### src/rtl/qspi_read_ctrl.sv
`default_nettype none
// ============================================================================
//  Module      : qspi_read_ctrl
//  Description : Serial-flash read controller. Issues single (0x03) or
//                quad-output (0x6B) reads with a 24-bit address and streams
//                the returned bytes out over a valid/ready interface, with
//                SCK held low whenever the byte sink applies backpressure.
//  Revision    : 1.0 - initial release
// ============================================================================
module qspi_read_ctrl #(
    parameter int CLK_DIV      = 2,   // SCK half-period in clk cycles (1..255)
    parameter int DUMMY_CYCLES = 8    // dummy SCK cycles in quad mode
) (
    input  logic        clk,
    input  logic        rst_b,
    input  logic        req_valid,
    output logic        req_ready,
    input  logic [23:0] req_addr,
    input  logic [7:0]  req_len,
    input  logic        req_quad,
    output logic        qspi_sck,
    output logic        qspi_cs_n,
    output logic [3:0]  qspi_d_out,
    output logic [3:0]  qspi_d_oe,
    input  logic [3:0]  qspi_d_in,
    output logic        rd_valid,
    input  logic        rd_ready,
    output logic [7:0]  rd_data,
    output logic        busy
);

    localparam logic [7:0] C_OP_SINGLE  = 8'h03;
    localparam logic [7:0] C_OP_QUAD    = 8'h6B;
    localparam logic [7:0] C_DIV_LAST   = 8'(CLK_DIV - 1);
    localparam logic [8:0] C_CSHI_LAST  = 9'(2 * CLK_DIV - 1);
    localparam logic [8:0] C_DUMMY_LAST = 9'((DUMMY_CYCLES > 0) ? DUMMY_CYCLES - 1 : 0);
    localparam bit         C_HAS_DUMMY  = (DUMMY_CYCLES > 0);

    typedef enum logic [2:0] {
        S_IDLE  = 3'd0,
        S_CMD   = 3'd1,
        S_ADDR  = 3'd2,
        S_DUMMY = 3'd3,
        S_DATA  = 3'd4,
        S_CSHI  = 3'd5
    } state_t;

    state_t      state_q,  state_d;
    logic [7:0]  div_q,    div_d;      // SCK half-period divider
    logic        sck_q,    sck_d;
    logic        cs_n_q,   cs_n_d;
    logic [31:0] shift_q,  shift_d;    // opcode + address, MSB goes out first
    logic [8:0]  cnt_q,    cnt_d;      // SCK cycles in phase, or CSHI hold count
    logic        quad_q,   quad_d;
    logic [8:0]  left_q,   left_d;     // bytes still to receive (256 fits)
    logic [6:0]  rx_q,     rx_d;       // partially assembled byte
    logic [2:0]  rx_cnt_q, rx_cnt_d;   // samples taken for current byte
    logic        last_q,   last_d;     // final byte already sampled
    logic        rd_valid_q, rd_valid_d;
    logic [7:0]  rd_data_q,  rd_data_d;

    logic       w_active;
    logic       w_tick;
    logic       w_rise;
    logic       w_fall;
    logic       w_byte_done;
    logic [7:0] w_new_byte;
    logic       w_stall;
    logic       w_req_ready;

    assign w_active    = (state_q == S_CMD) || (state_q == S_ADDR) ||
                         (state_q == S_DUMMY) || (state_q == S_DATA);
    assign w_tick      = (div_q == C_DIV_LAST);
    assign w_rise      = w_tick && !sck_q;
    assign w_fall      = w_tick && sck_q;
    assign w_byte_done = quad_q ? (rx_cnt_q == 3'd1) : (rx_cnt_q == 3'd7);
    assign w_new_byte  = quad_q ? {rx_q[3:0], qspi_d_in} : {rx_q, qspi_d_in[1]};
    // A byte about to complete while the previous one is still unconsumed
    // keeps SCK low and freezes every counter until the sink takes it.
    assign w_stall     = (state_q == S_DATA) && w_rise && w_byte_done &&
                         rd_valid_q && !rd_ready;
    assign w_req_ready = (state_q == S_IDLE) && !rd_valid_q;

    // Next-state and datapath update for the whole read sequence.
    always_comb begin
        state_d    = state_q;
        div_d      = div_q;
        sck_d      = sck_q;
        cs_n_d     = cs_n_q;
        shift_d    = shift_q;
        cnt_d      = cnt_q;
        quad_d     = quad_q;
        left_d     = left_q;
        rx_d       = rx_q;
        rx_cnt_d   = rx_cnt_q;
        last_d     = last_q;
        rd_data_d  = rd_data_q;
        rd_valid_d = rd_valid_q && !rd_ready;

        if (w_active && !w_stall) begin
            div_d = w_tick ? 8'd0 : div_q + 8'd1;
            if (w_tick) begin
                sck_d = !sck_q;
            end
        end

        case (state_q)
            S_IDLE: begin
                if (req_valid && w_req_ready) begin
                    state_d  = S_CMD;
                    cs_n_d   = 1'b0;
                    sck_d    = 1'b0;
                    div_d    = 8'd0;
                    cnt_d    = 9'd0;
                    shift_d  = {(req_quad ? C_OP_QUAD : C_OP_SINGLE), req_addr};
                    quad_d   = req_quad;
                    left_d   = (req_len == 8'd0) ? 9'd256 : {1'b0, req_len};
                    rx_d     = 7'd0;
                    rx_cnt_d = 3'd0;
                    last_d   = 1'b0;
                end
            end
            S_CMD: begin
                if (w_fall) begin
                    shift_d = {shift_q[30:0], 1'b0};
                    if (cnt_q == 9'd7) begin
                        state_d = S_ADDR;
                        cnt_d   = 9'd0;
                    end else begin
                        cnt_d = cnt_q + 9'd1;
                    end
                end
            end
            S_ADDR: begin
                if (w_fall) begin
                    shift_d = {shift_q[30:0], 1'b0};
                    if (cnt_q == 9'd23) begin
                        cnt_d   = 9'd0;
                        state_d = (quad_q && C_HAS_DUMMY) ? S_DUMMY : S_DATA;
                    end else begin
                        cnt_d = cnt_q + 9'd1;
                    end
                end
            end
            S_DUMMY: begin
                if (w_fall) begin
                    if (cnt_q == C_DUMMY_LAST) begin
                        cnt_d   = 9'd0;
                        state_d = S_DATA;
                    end else begin
                        cnt_d = cnt_q + 9'd1;
                    end
                end
            end
            S_DATA: begin
                if (w_rise && !w_stall) begin
                    if (w_byte_done) begin
                        rd_data_d  = w_new_byte;
                        rd_valid_d = 1'b1;
                        rx_cnt_d   = 3'd0;
                        left_d     = left_q - 9'd1;
                        if (left_q == 9'd1) begin
                            last_d = 1'b1;
                        end
                    end else begin
                        rx_d     = w_new_byte[6:0];
                        rx_cnt_d = rx_cnt_q + 3'd1;
                    end
                end
                // Finish the SCK cycle of the last sample, then release CS.
                if (w_fall && last_q) begin
                    state_d = S_CSHI;
                    cs_n_d  = 1'b1;
                    cnt_d   = 9'd0;
                end
            end
            S_CSHI: begin
                if (cnt_q == C_CSHI_LAST) begin
                    state_d = S_IDLE;
                    cnt_d   = 9'd0;
                end else begin
                    cnt_d = cnt_q + 9'd1;
                end
            end
            default: begin
                state_d = S_IDLE;
                cs_n_d  = 1'b1;
                sck_d   = 1'b0;
            end
        endcase
    end

    // State and datapath registers; reset returns the bus to idle at once.
    always_ff @(posedge clk or negedge rst_b) begin
        if (!rst_b) begin
            state_q    <= S_IDLE;
            div_q      <= 8'd0;
            sck_q      <= 1'b0;
            cs_n_q     <= 1'b1;
            shift_q    <= 32'd0;
            cnt_q      <= 9'd0;
            quad_q     <= 1'b0;
            left_q     <= 9'd0;
            rx_q       <= 7'd0;
            rx_cnt_q   <= 3'd0;
            last_q     <= 1'b0;
            rd_valid_q <= 1'b0;
            rd_data_q  <= 8'd0;
        end else begin
            state_q    <= state_d;
            div_q      <= div_d;
            sck_q      <= sck_d;
            cs_n_q     <= cs_n_d;
            shift_q    <= shift_d;
            cnt_q      <= cnt_d;
            quad_q     <= quad_d;
            left_q     <= left_d;
            rx_q       <= rx_d;
            rx_cnt_q   <= rx_cnt_d;
            last_q     <= last_d;
            rd_valid_q <= rd_valid_d;
            rd_data_q  <= rd_data_d;
        end
    end

    assign qspi_sck   = sck_q;
    assign qspi_cs_n  = cs_n_q;
    assign qspi_d_oe  = ((state_q == S_CMD) || (state_q == S_ADDR)) ? 4'b0001 : 4'b0000;
    assign qspi_d_out = ((state_q == S_CMD) || (state_q == S_ADDR)) ?
                        {3'b000, shift_q[31]} : 4'b0000;
    assign req_ready  = w_req_ready;
    assign busy       = (state_q != S_IDLE);
    assign rd_valid   = rd_valid_q;
    assign rd_data    = rd_data_q;

endmodule
`default_nettype wire
### config.mk
export PLATFORM = sky130hd
export DESIGN_NAME = qspi_read_ctrl
export DESIGN_NICKNAME = d
export VERILOG_FILES = /design/src/rtl/qspi_read_ctrl.sv
export SDC_FILE = /design/constraint.sdc
export NUM_CORES = 1
export LEC_CHECK = 0
export CAP_MARGIN = 10
export CORE_MARGIN = 1
export CORE_UTILIZATION = 59
export CTS_CLUSTER_SIZE = 10
export DETAILED_ROUTE_END_ITERATION = 10
export PLACE_DENSITY = 0.85
export SYNTH_ARGS = -nofsm -noshare
export SYNTH_HDL_FRONTEND = slang
export SYNTH_SLANG_ARGS = --single-unit
export TNS_END_PERCENT = 100
### constraint.sdc
create_clock -name clk -period 5 [get_ports clk]
set_clock_uncertainty 0.15 [all_clocks]
set_input_delay 1.5 -clock clk [delete_from_list [all_inputs] [get_ports clk]]
set_output_delay 1.5 -clock clk [all_outputs]
set_load 0.01 [all_outputs]
==> results of run 1 <==
-- worst max-delay path, delay by kind of cell, from the launching register on --
kind,cells,cell delay [ps]
flip-flops,1,680
buffers and inverters,1,570
XOR/XNOR,1,300
AND/OR/NAND/NOR,1,220
-- worst max-delay path by stage --
stage	to	slack, ps	depth (start not counted)
after floorplan	qspi_d_oe[0]	1970	5
after global placement	cnt_q[7]	1230	6
after detailed placement	cnt_q[7]	1150	6
after CTS	qspi_d_out[0]	1200	3
after global routing	qspi_d_out[0]	1060	3
final	qspi_d_out[0]	1220	3
-- power by group --
part           switching, mW  internal [mW]
Sequential             0.216          0.909
Clock                  0.260          0.287
Combinational          0.621          0.494
-- final cells by class --
class | instances | area [um2]
Tap cell | 99 | 123.9
Sequential cell | 84 | 2103
Clock buffer | 10 | 127.6
Inverter | 19 | 71.32
Timing Repair Buffer | 60 | 585.6
Fill cell | 568 | 2024
Multi-Input combinational cell | 341 | 2122
Clock inverter | 6 | 95.09
-- flip-flops by register name, indices dropped and copies added, names as in the netlist --
name / cells
qspi_cs_n: 1
left_q: 9
rd_data: 8
last_q: 1
rd_valid: 1
div_q: 8
qspi_sck: 1
shift_q: 32
cnt_q: 9
rx_cnt_q: 3
quad_q: 1
state_q: 3
rx_q: 7
-- metal layers --
layer	track usage [%]	vias to the layer above
li1	-	1740
met1	35.53	1734
met2	40.28	119
met3	5.784	8
met5	0	-
met4	6.158	0
-- cells by family after synthesis --
family                     Yosys count
AOI/OAI and AO/OA                  123
xor gates and xnor gates             9
adders and majority gates            8
buffers and inverters               52
DFF                                 84
muxes                               32
other                                1
and+or+nand+nor                    163
-- cell usage in the layout (no fill, tap or decap), drive strengths merged, types with 4 or more instances in the layout --
master and n:
nand3 12, inv 21, o211ai 4, o21ai 31, or3 4, buf 6
a21o 8, and2 4, nor2 57, dfrtp 83, and3 7, conb 6
nor2b 8, ha 8, nand4 6, nor3 6, clkdlybuf4s50 54, a21oi 49
mux2i 31, o22ai 9, clkbuf 10, xor2 6, nand2b 9, nand2 26
-- per-stage QoR --
step	hold slack (ps)	area, um2	worst slack (ps)
detailed placement	319.8	5006	1150
global placement	309.5	5006	1232
finish	335.8	5229	1225
global route	372.2	5229	1061
floorplan	298.6	4443	1965
CTS	341.6	5229	1203
==> metrics.txt, run 1 <==
final setup fails=0; hold endpoint=rd_data[1]; final WL=9270 um; Vias/cell=5.817; Tot Pwr=2.787 mW; met2 WL post-DR=4536 um; I/O pin count=62; Req. time, crit path=3350 ps; P per Cell Area=533.0 mW/mm2; Reg2Reg Setup Slack=2170 ps; hold crit path type=reg2reg; slew margin rel.=31.01%; status=finished clean; grt total ovfl=0; RR Startpoint=div_q[0]; CTS Root Cell=clkbuf_8; initial antenna violation count=0; leading area contributor after synthesis=dfrtp_1; Final TNS setup=0 ps; Final period util=75.51%; CP Cell Sequence=xnor2_1, nor3_1, clkdlybuf4s50_1; complex-gate fraction of the synthesized area=16.52%; core area=0.007253 mm2; crit path kind=reg2out; async set-or-reset flop fraction in the synthesized netlist=100.0%; Yosys reg bits=84; post_cts resized=0; Worst EP arrival=2130 ps; dpl cells=603; synth unique cells=60; Port Buffer Count=55; setup bufs post-CTS=0; maxcap violations=0; crit start category=flop; global-route wire length before repair=15460 um; Clk pin slew, worst setup/hold paths=100 ps; DR iter-0 viols=200; NumNets Final=564; Post-Syn Area=0.004424 mm2; most instantiated cells after synthesis=dfrtp_1, nor2_1, a21oi_1; die area=0.007849 mm2; cells taking the most area after synthesis=dfrtp_1, mux2i_1, a21oi_1; CP max stage cell=dfrtp_1; CP Max Fanout=17; maximum clock rate=0.2649 GHz; CTS Buffer Depth=2; DRT met1 WL=4210 um; post-synthesis mux area share=7.353%; CP startpoint=state_q[1]; Sink Count=84; Finished Layout Cells=619; post-layout min period=3775 ps; Mean Syn Cell Area=9.373 um2; gr usage total=25.34%; Synth Area in Simple Gates=19.20%; hpwl dp=6194 um; Worst Setup End Kind=output port; Post-Synthesis Cells=472; die height=88.60 um; RSZ-0062 raised after global routing=no; DR pass1 iterations=5; Core Rows=31; ant diodes=0; Post-synth EDFFs=0; via count=3601; antenna viol nets, final=0; Hold Fails Final Rpt=0; largest net degree at the start of global routing=85; register area share after synthesis=47.54%; vias in the first global route=3369; GPL Wtd Cong=0.9113; Syn-to-layout area delta=18.18%; largest family of logic cells by synthesized area=simple AND/OR/NAND/NOR gates; Top Metal Used=met4; Post-CTS Hold Buffers=0; XOR/XNOR share of the synthesized area=1.782%; post-synth top area share=46.95%; VDD IR max=474.9 uV; H-tree Lvls=3; share of cells above drive strength 1=6.538%; Clk Latency, worst-skew pair=360 ps; Leakage=2.271 nW; utilization after layout=72.09%; Ys Warns=0; most common cell in the netlist=dfrtp_1; Critical R2R Capture=cnt_q[7]; WL met3=450 um; starting density of the core=61.00%; reg2reg path depth=8; Avg WL per Cell=14.98 um; die width=88.60 um; Slew Limit Fails=0; # DRC=0; worst hold path startpoint=rd_data[1]; fraction of the mapped netlist area in adder cells=2.262%; Slowest Stage Delay on Critical Path=680 ps; CTS tree=done; ys flop type=dfrtp_1; Worst Hold Depth=2; Inserted Clock Buffers=9; slew of the pin with the lowest slew margin=1035 ps
Power figures use the tool's default switching activity.
==> inputs of run 2 (changes only) <==
- CORE_UTILIZATION: 59 -> 55
- PLACE_DENSITY: 0.85 -> 0.8
- clock period: 5 -> 3.9 ns (I/O delays scaled with it)
==> run 2 against run 1 <==
Net effect:
- first-iteration DRC count is 36% higher
- setup slack worse by 770 ps
- highest routed layer unchanged
- clock-buffer cell count stayed put
- clock power is 6.9% higher
- sequential power is 28% higher
- non-clock buffer count is 2 higher
- critical path type unchanged
- critical path depth stayed put
==> metrics.txt, run 2 (synthesized netlist as in run 1, its figures left out) <==
Port Buffer Count=55 (unchanged); global-route wire length before repair=15300 um (-1.0%); number of flip-flops in the largest register=32 (unchanged); Avg WL per Cell=14.24 um (-4.9%); post-layout min period=3444 ps; CTS Root Cell=clkbuf_8; hpwl dp=6157 um (-0.59%); fillers=625 (+10%); Post-CTS Hold Buffers=0 (unchanged); Comb power frac=41.8% (+1.8 points); top flop regs=shift_q: 32 flops, cnt_q: 9 flops, left_q: 9 flops; P per Cell Area=664.8 mW/mm2 (+25%); most common cell after layout, fill and taps aside=dfrtp_1; VDD IR max=506.9 uV (+6.7%); RR Startpoint=div_q[4]; via count=3504 (-2.7%); Final period util=88.30%; final WL=8887 um (-4.1%); vias in the first global route=3342 (-0.80%); gr usage total=23.05% (-2.3 points); Hold Fails Final Rpt=0 (unchanged); utilization after layout=67.22% (-4.9 points); Inserted Clock Buffers=9 (unchanged); post_cts resized=0 (unchanged); Biggest register=shift_q; slew of the pin with the lowest slew margin=1042 ps (+7.039 ps); slew margin rel.=30.54% (-0.47 points); Slew Limit Fails=0 (unchanged); # DRC=0 (unchanged); worst hold path startpoint=rd_data[4]; Clk Latency, worst-skew pair=360 ps (about the same); starting density of the core=56.96% (-4.0 points); Clk pin slew, worst setup/hold paths=90 ps (about the same); final setup fails=0 (unchanged); antenna viol nets, final=0 (unchanged); setup bufs post-CTS=0 (unchanged); dpl cells=608 (+0.83%); core area=0.007767 mm2 (+7.1%); die width=91.69 um (+3.5%); Req. time, crit path=2580 ps (-770 ps); CP startpoint=state_q[1]; maximum clock rate=0.2904 GHz; Worst EP arrival=2120 ps (about the same); Leakage=2.262 nW (-0.39%); internal power=2.073 mW (+23%); CP Max Fanout=17 (unchanged); largest net degree at the start of global routing=85 (unchanged); die area=0.008407 mm2 (+7.1%); hold crit path type=reg2reg; Switch Pwr=1.398 mW (+27%); crit start category=flop; Finished Layout Cells=624 (+0.81%); Vias/cell=5.615 (-3.5%); grt total ovfl=0 (unchanged); CTS Buffer Depth=2 (unchanged); clock share of power=16.9% (-2.7 points); Worst Setup End Kind=output port; CTS tree=done; Sw Share=40.27% (+0.93 points); Syn-to-layout area delta=18.01%; share of cells above drive strength 1=7.088% (+0.55 points); NumNets Final=566 (+0.35%); initial antenna violation count=0 (unchanged); status=finished clean; DR pass1 iterations=5 (unchanged); cell area after layout=0.005221 mm2 (-0.14%); sequential share of power=41.3% (+0.9 points); Final TNS setup=0 ps (unchanged); I/O pin count=62 (unchanged); ant diodes=0 (unchanged); Sink Count=84 (unchanged); Tot Pwr=3.471 mW (+25%); RSZ-0062 raised after global routing=no; DP Area=0.005037 mm2 (+0.62%); most frequent cells in the layout=dfrtp_1, nor2_1, clkdlybuf4s50_1; crit path kind=reg2out; GPL Wtd Cong=0.8825 (-3.2%); H-tree Lvls=3 (unchanged); DR iter-0 viols=271 (+36%); die height=91.69 um (+3.5%); maxcap violations=0 (unchanged); Core Rows=32 (+3.2%)
## run 2: cell types whose count changed in the layout (fill, tap and decap cells not counted)
| cell | change |
|---|---|
| buf_4 | +1 |
| inv_6 | +1 |
| buf_12 | +1 |
| clkbuf_8 | +1 |
| clkinv_4 | -2 |
| clkinvlp_4 | +2 |
| clkinv_2 | +1 |
| bufinv_16 | -2 |
| clkbuf_1 | -1 |
## run 2: routing by layer
metal | up-vias | share of wire [%] | track usage [%]
met2 | 70 | 48 | 36.78
met5 | - | 0 | 0
met3 | 16 | 3.6 | 4.312
li1 | 1742 | - | -
met1 | 1676 | 47 | 31.41
met4 | 0 | 1.9 | 8.854
## run 2: final timing paths
check | end | slack, ps | cells past startpoint
setup reg to reg | div_q[1] | 1120 | 8
hold reg to reg | rd_data[4] | 330 | 2
min in group asynchronous | rd_data[7] | 820 | 1
hold / removal | rd_data[4] | 330 | 2
setup / recovery | qspi_d_out[0] | 460 | 3
max in group asynchronous | cnt_q[6] | 2090 | 1
## run 2: stage by stage
| step | hold WS [ps] | setup slack [ps] |
|---|---|---|
| after floorplan | 298.6 | 1195 |
| after global placement | 311.6 | 722.4 |
| after detailed placement | 319.2 | 695.8 |
| after CTS | 339.7 | 446.0 |
| after global routing | 363.2 | 307.7 |
| final | 333.7 | 456.2 |
## run 2: final cells by class
| type | instances | area (um2) | area share, % |
|---|---|---|---|
| inverters | 19 | 71.32 | 1.366 |
| repair buffers | 62 | 613.1 | 11.74 |
| multi-input cells | 341 | 2122 | 40.64 |
| flip-flops and latches | 84 | 2103 | 40.28 |
| well taps | 102 | 127.6 | 2.444 |
| clock inverters | 6 | 46.29 | 0.8867 |
| clock buffers | 10 | 137.6 | 2.636 |
## run 2: worst max-delay path: stages, from the launching register on
cell             delay [ps]
dfrtp_1                 680
xnor2_1                 290
nor3_1                  220
clkdlybuf4s50_1         580
## run 2: power groups by stage
stage | registers (mW) | clock network, mW | logic, mW
global route | 1.48 | 0.638 | 1.63
floorplan | 1.34 | 0 | 1.15
CTS | 1.43 | 0.599 | 1.46
finish | 1.43 | 0.585 | 1.45
global placement | 1.43 | 0 | 1.39
detailed placement | 1.45 | 0 | 1.45
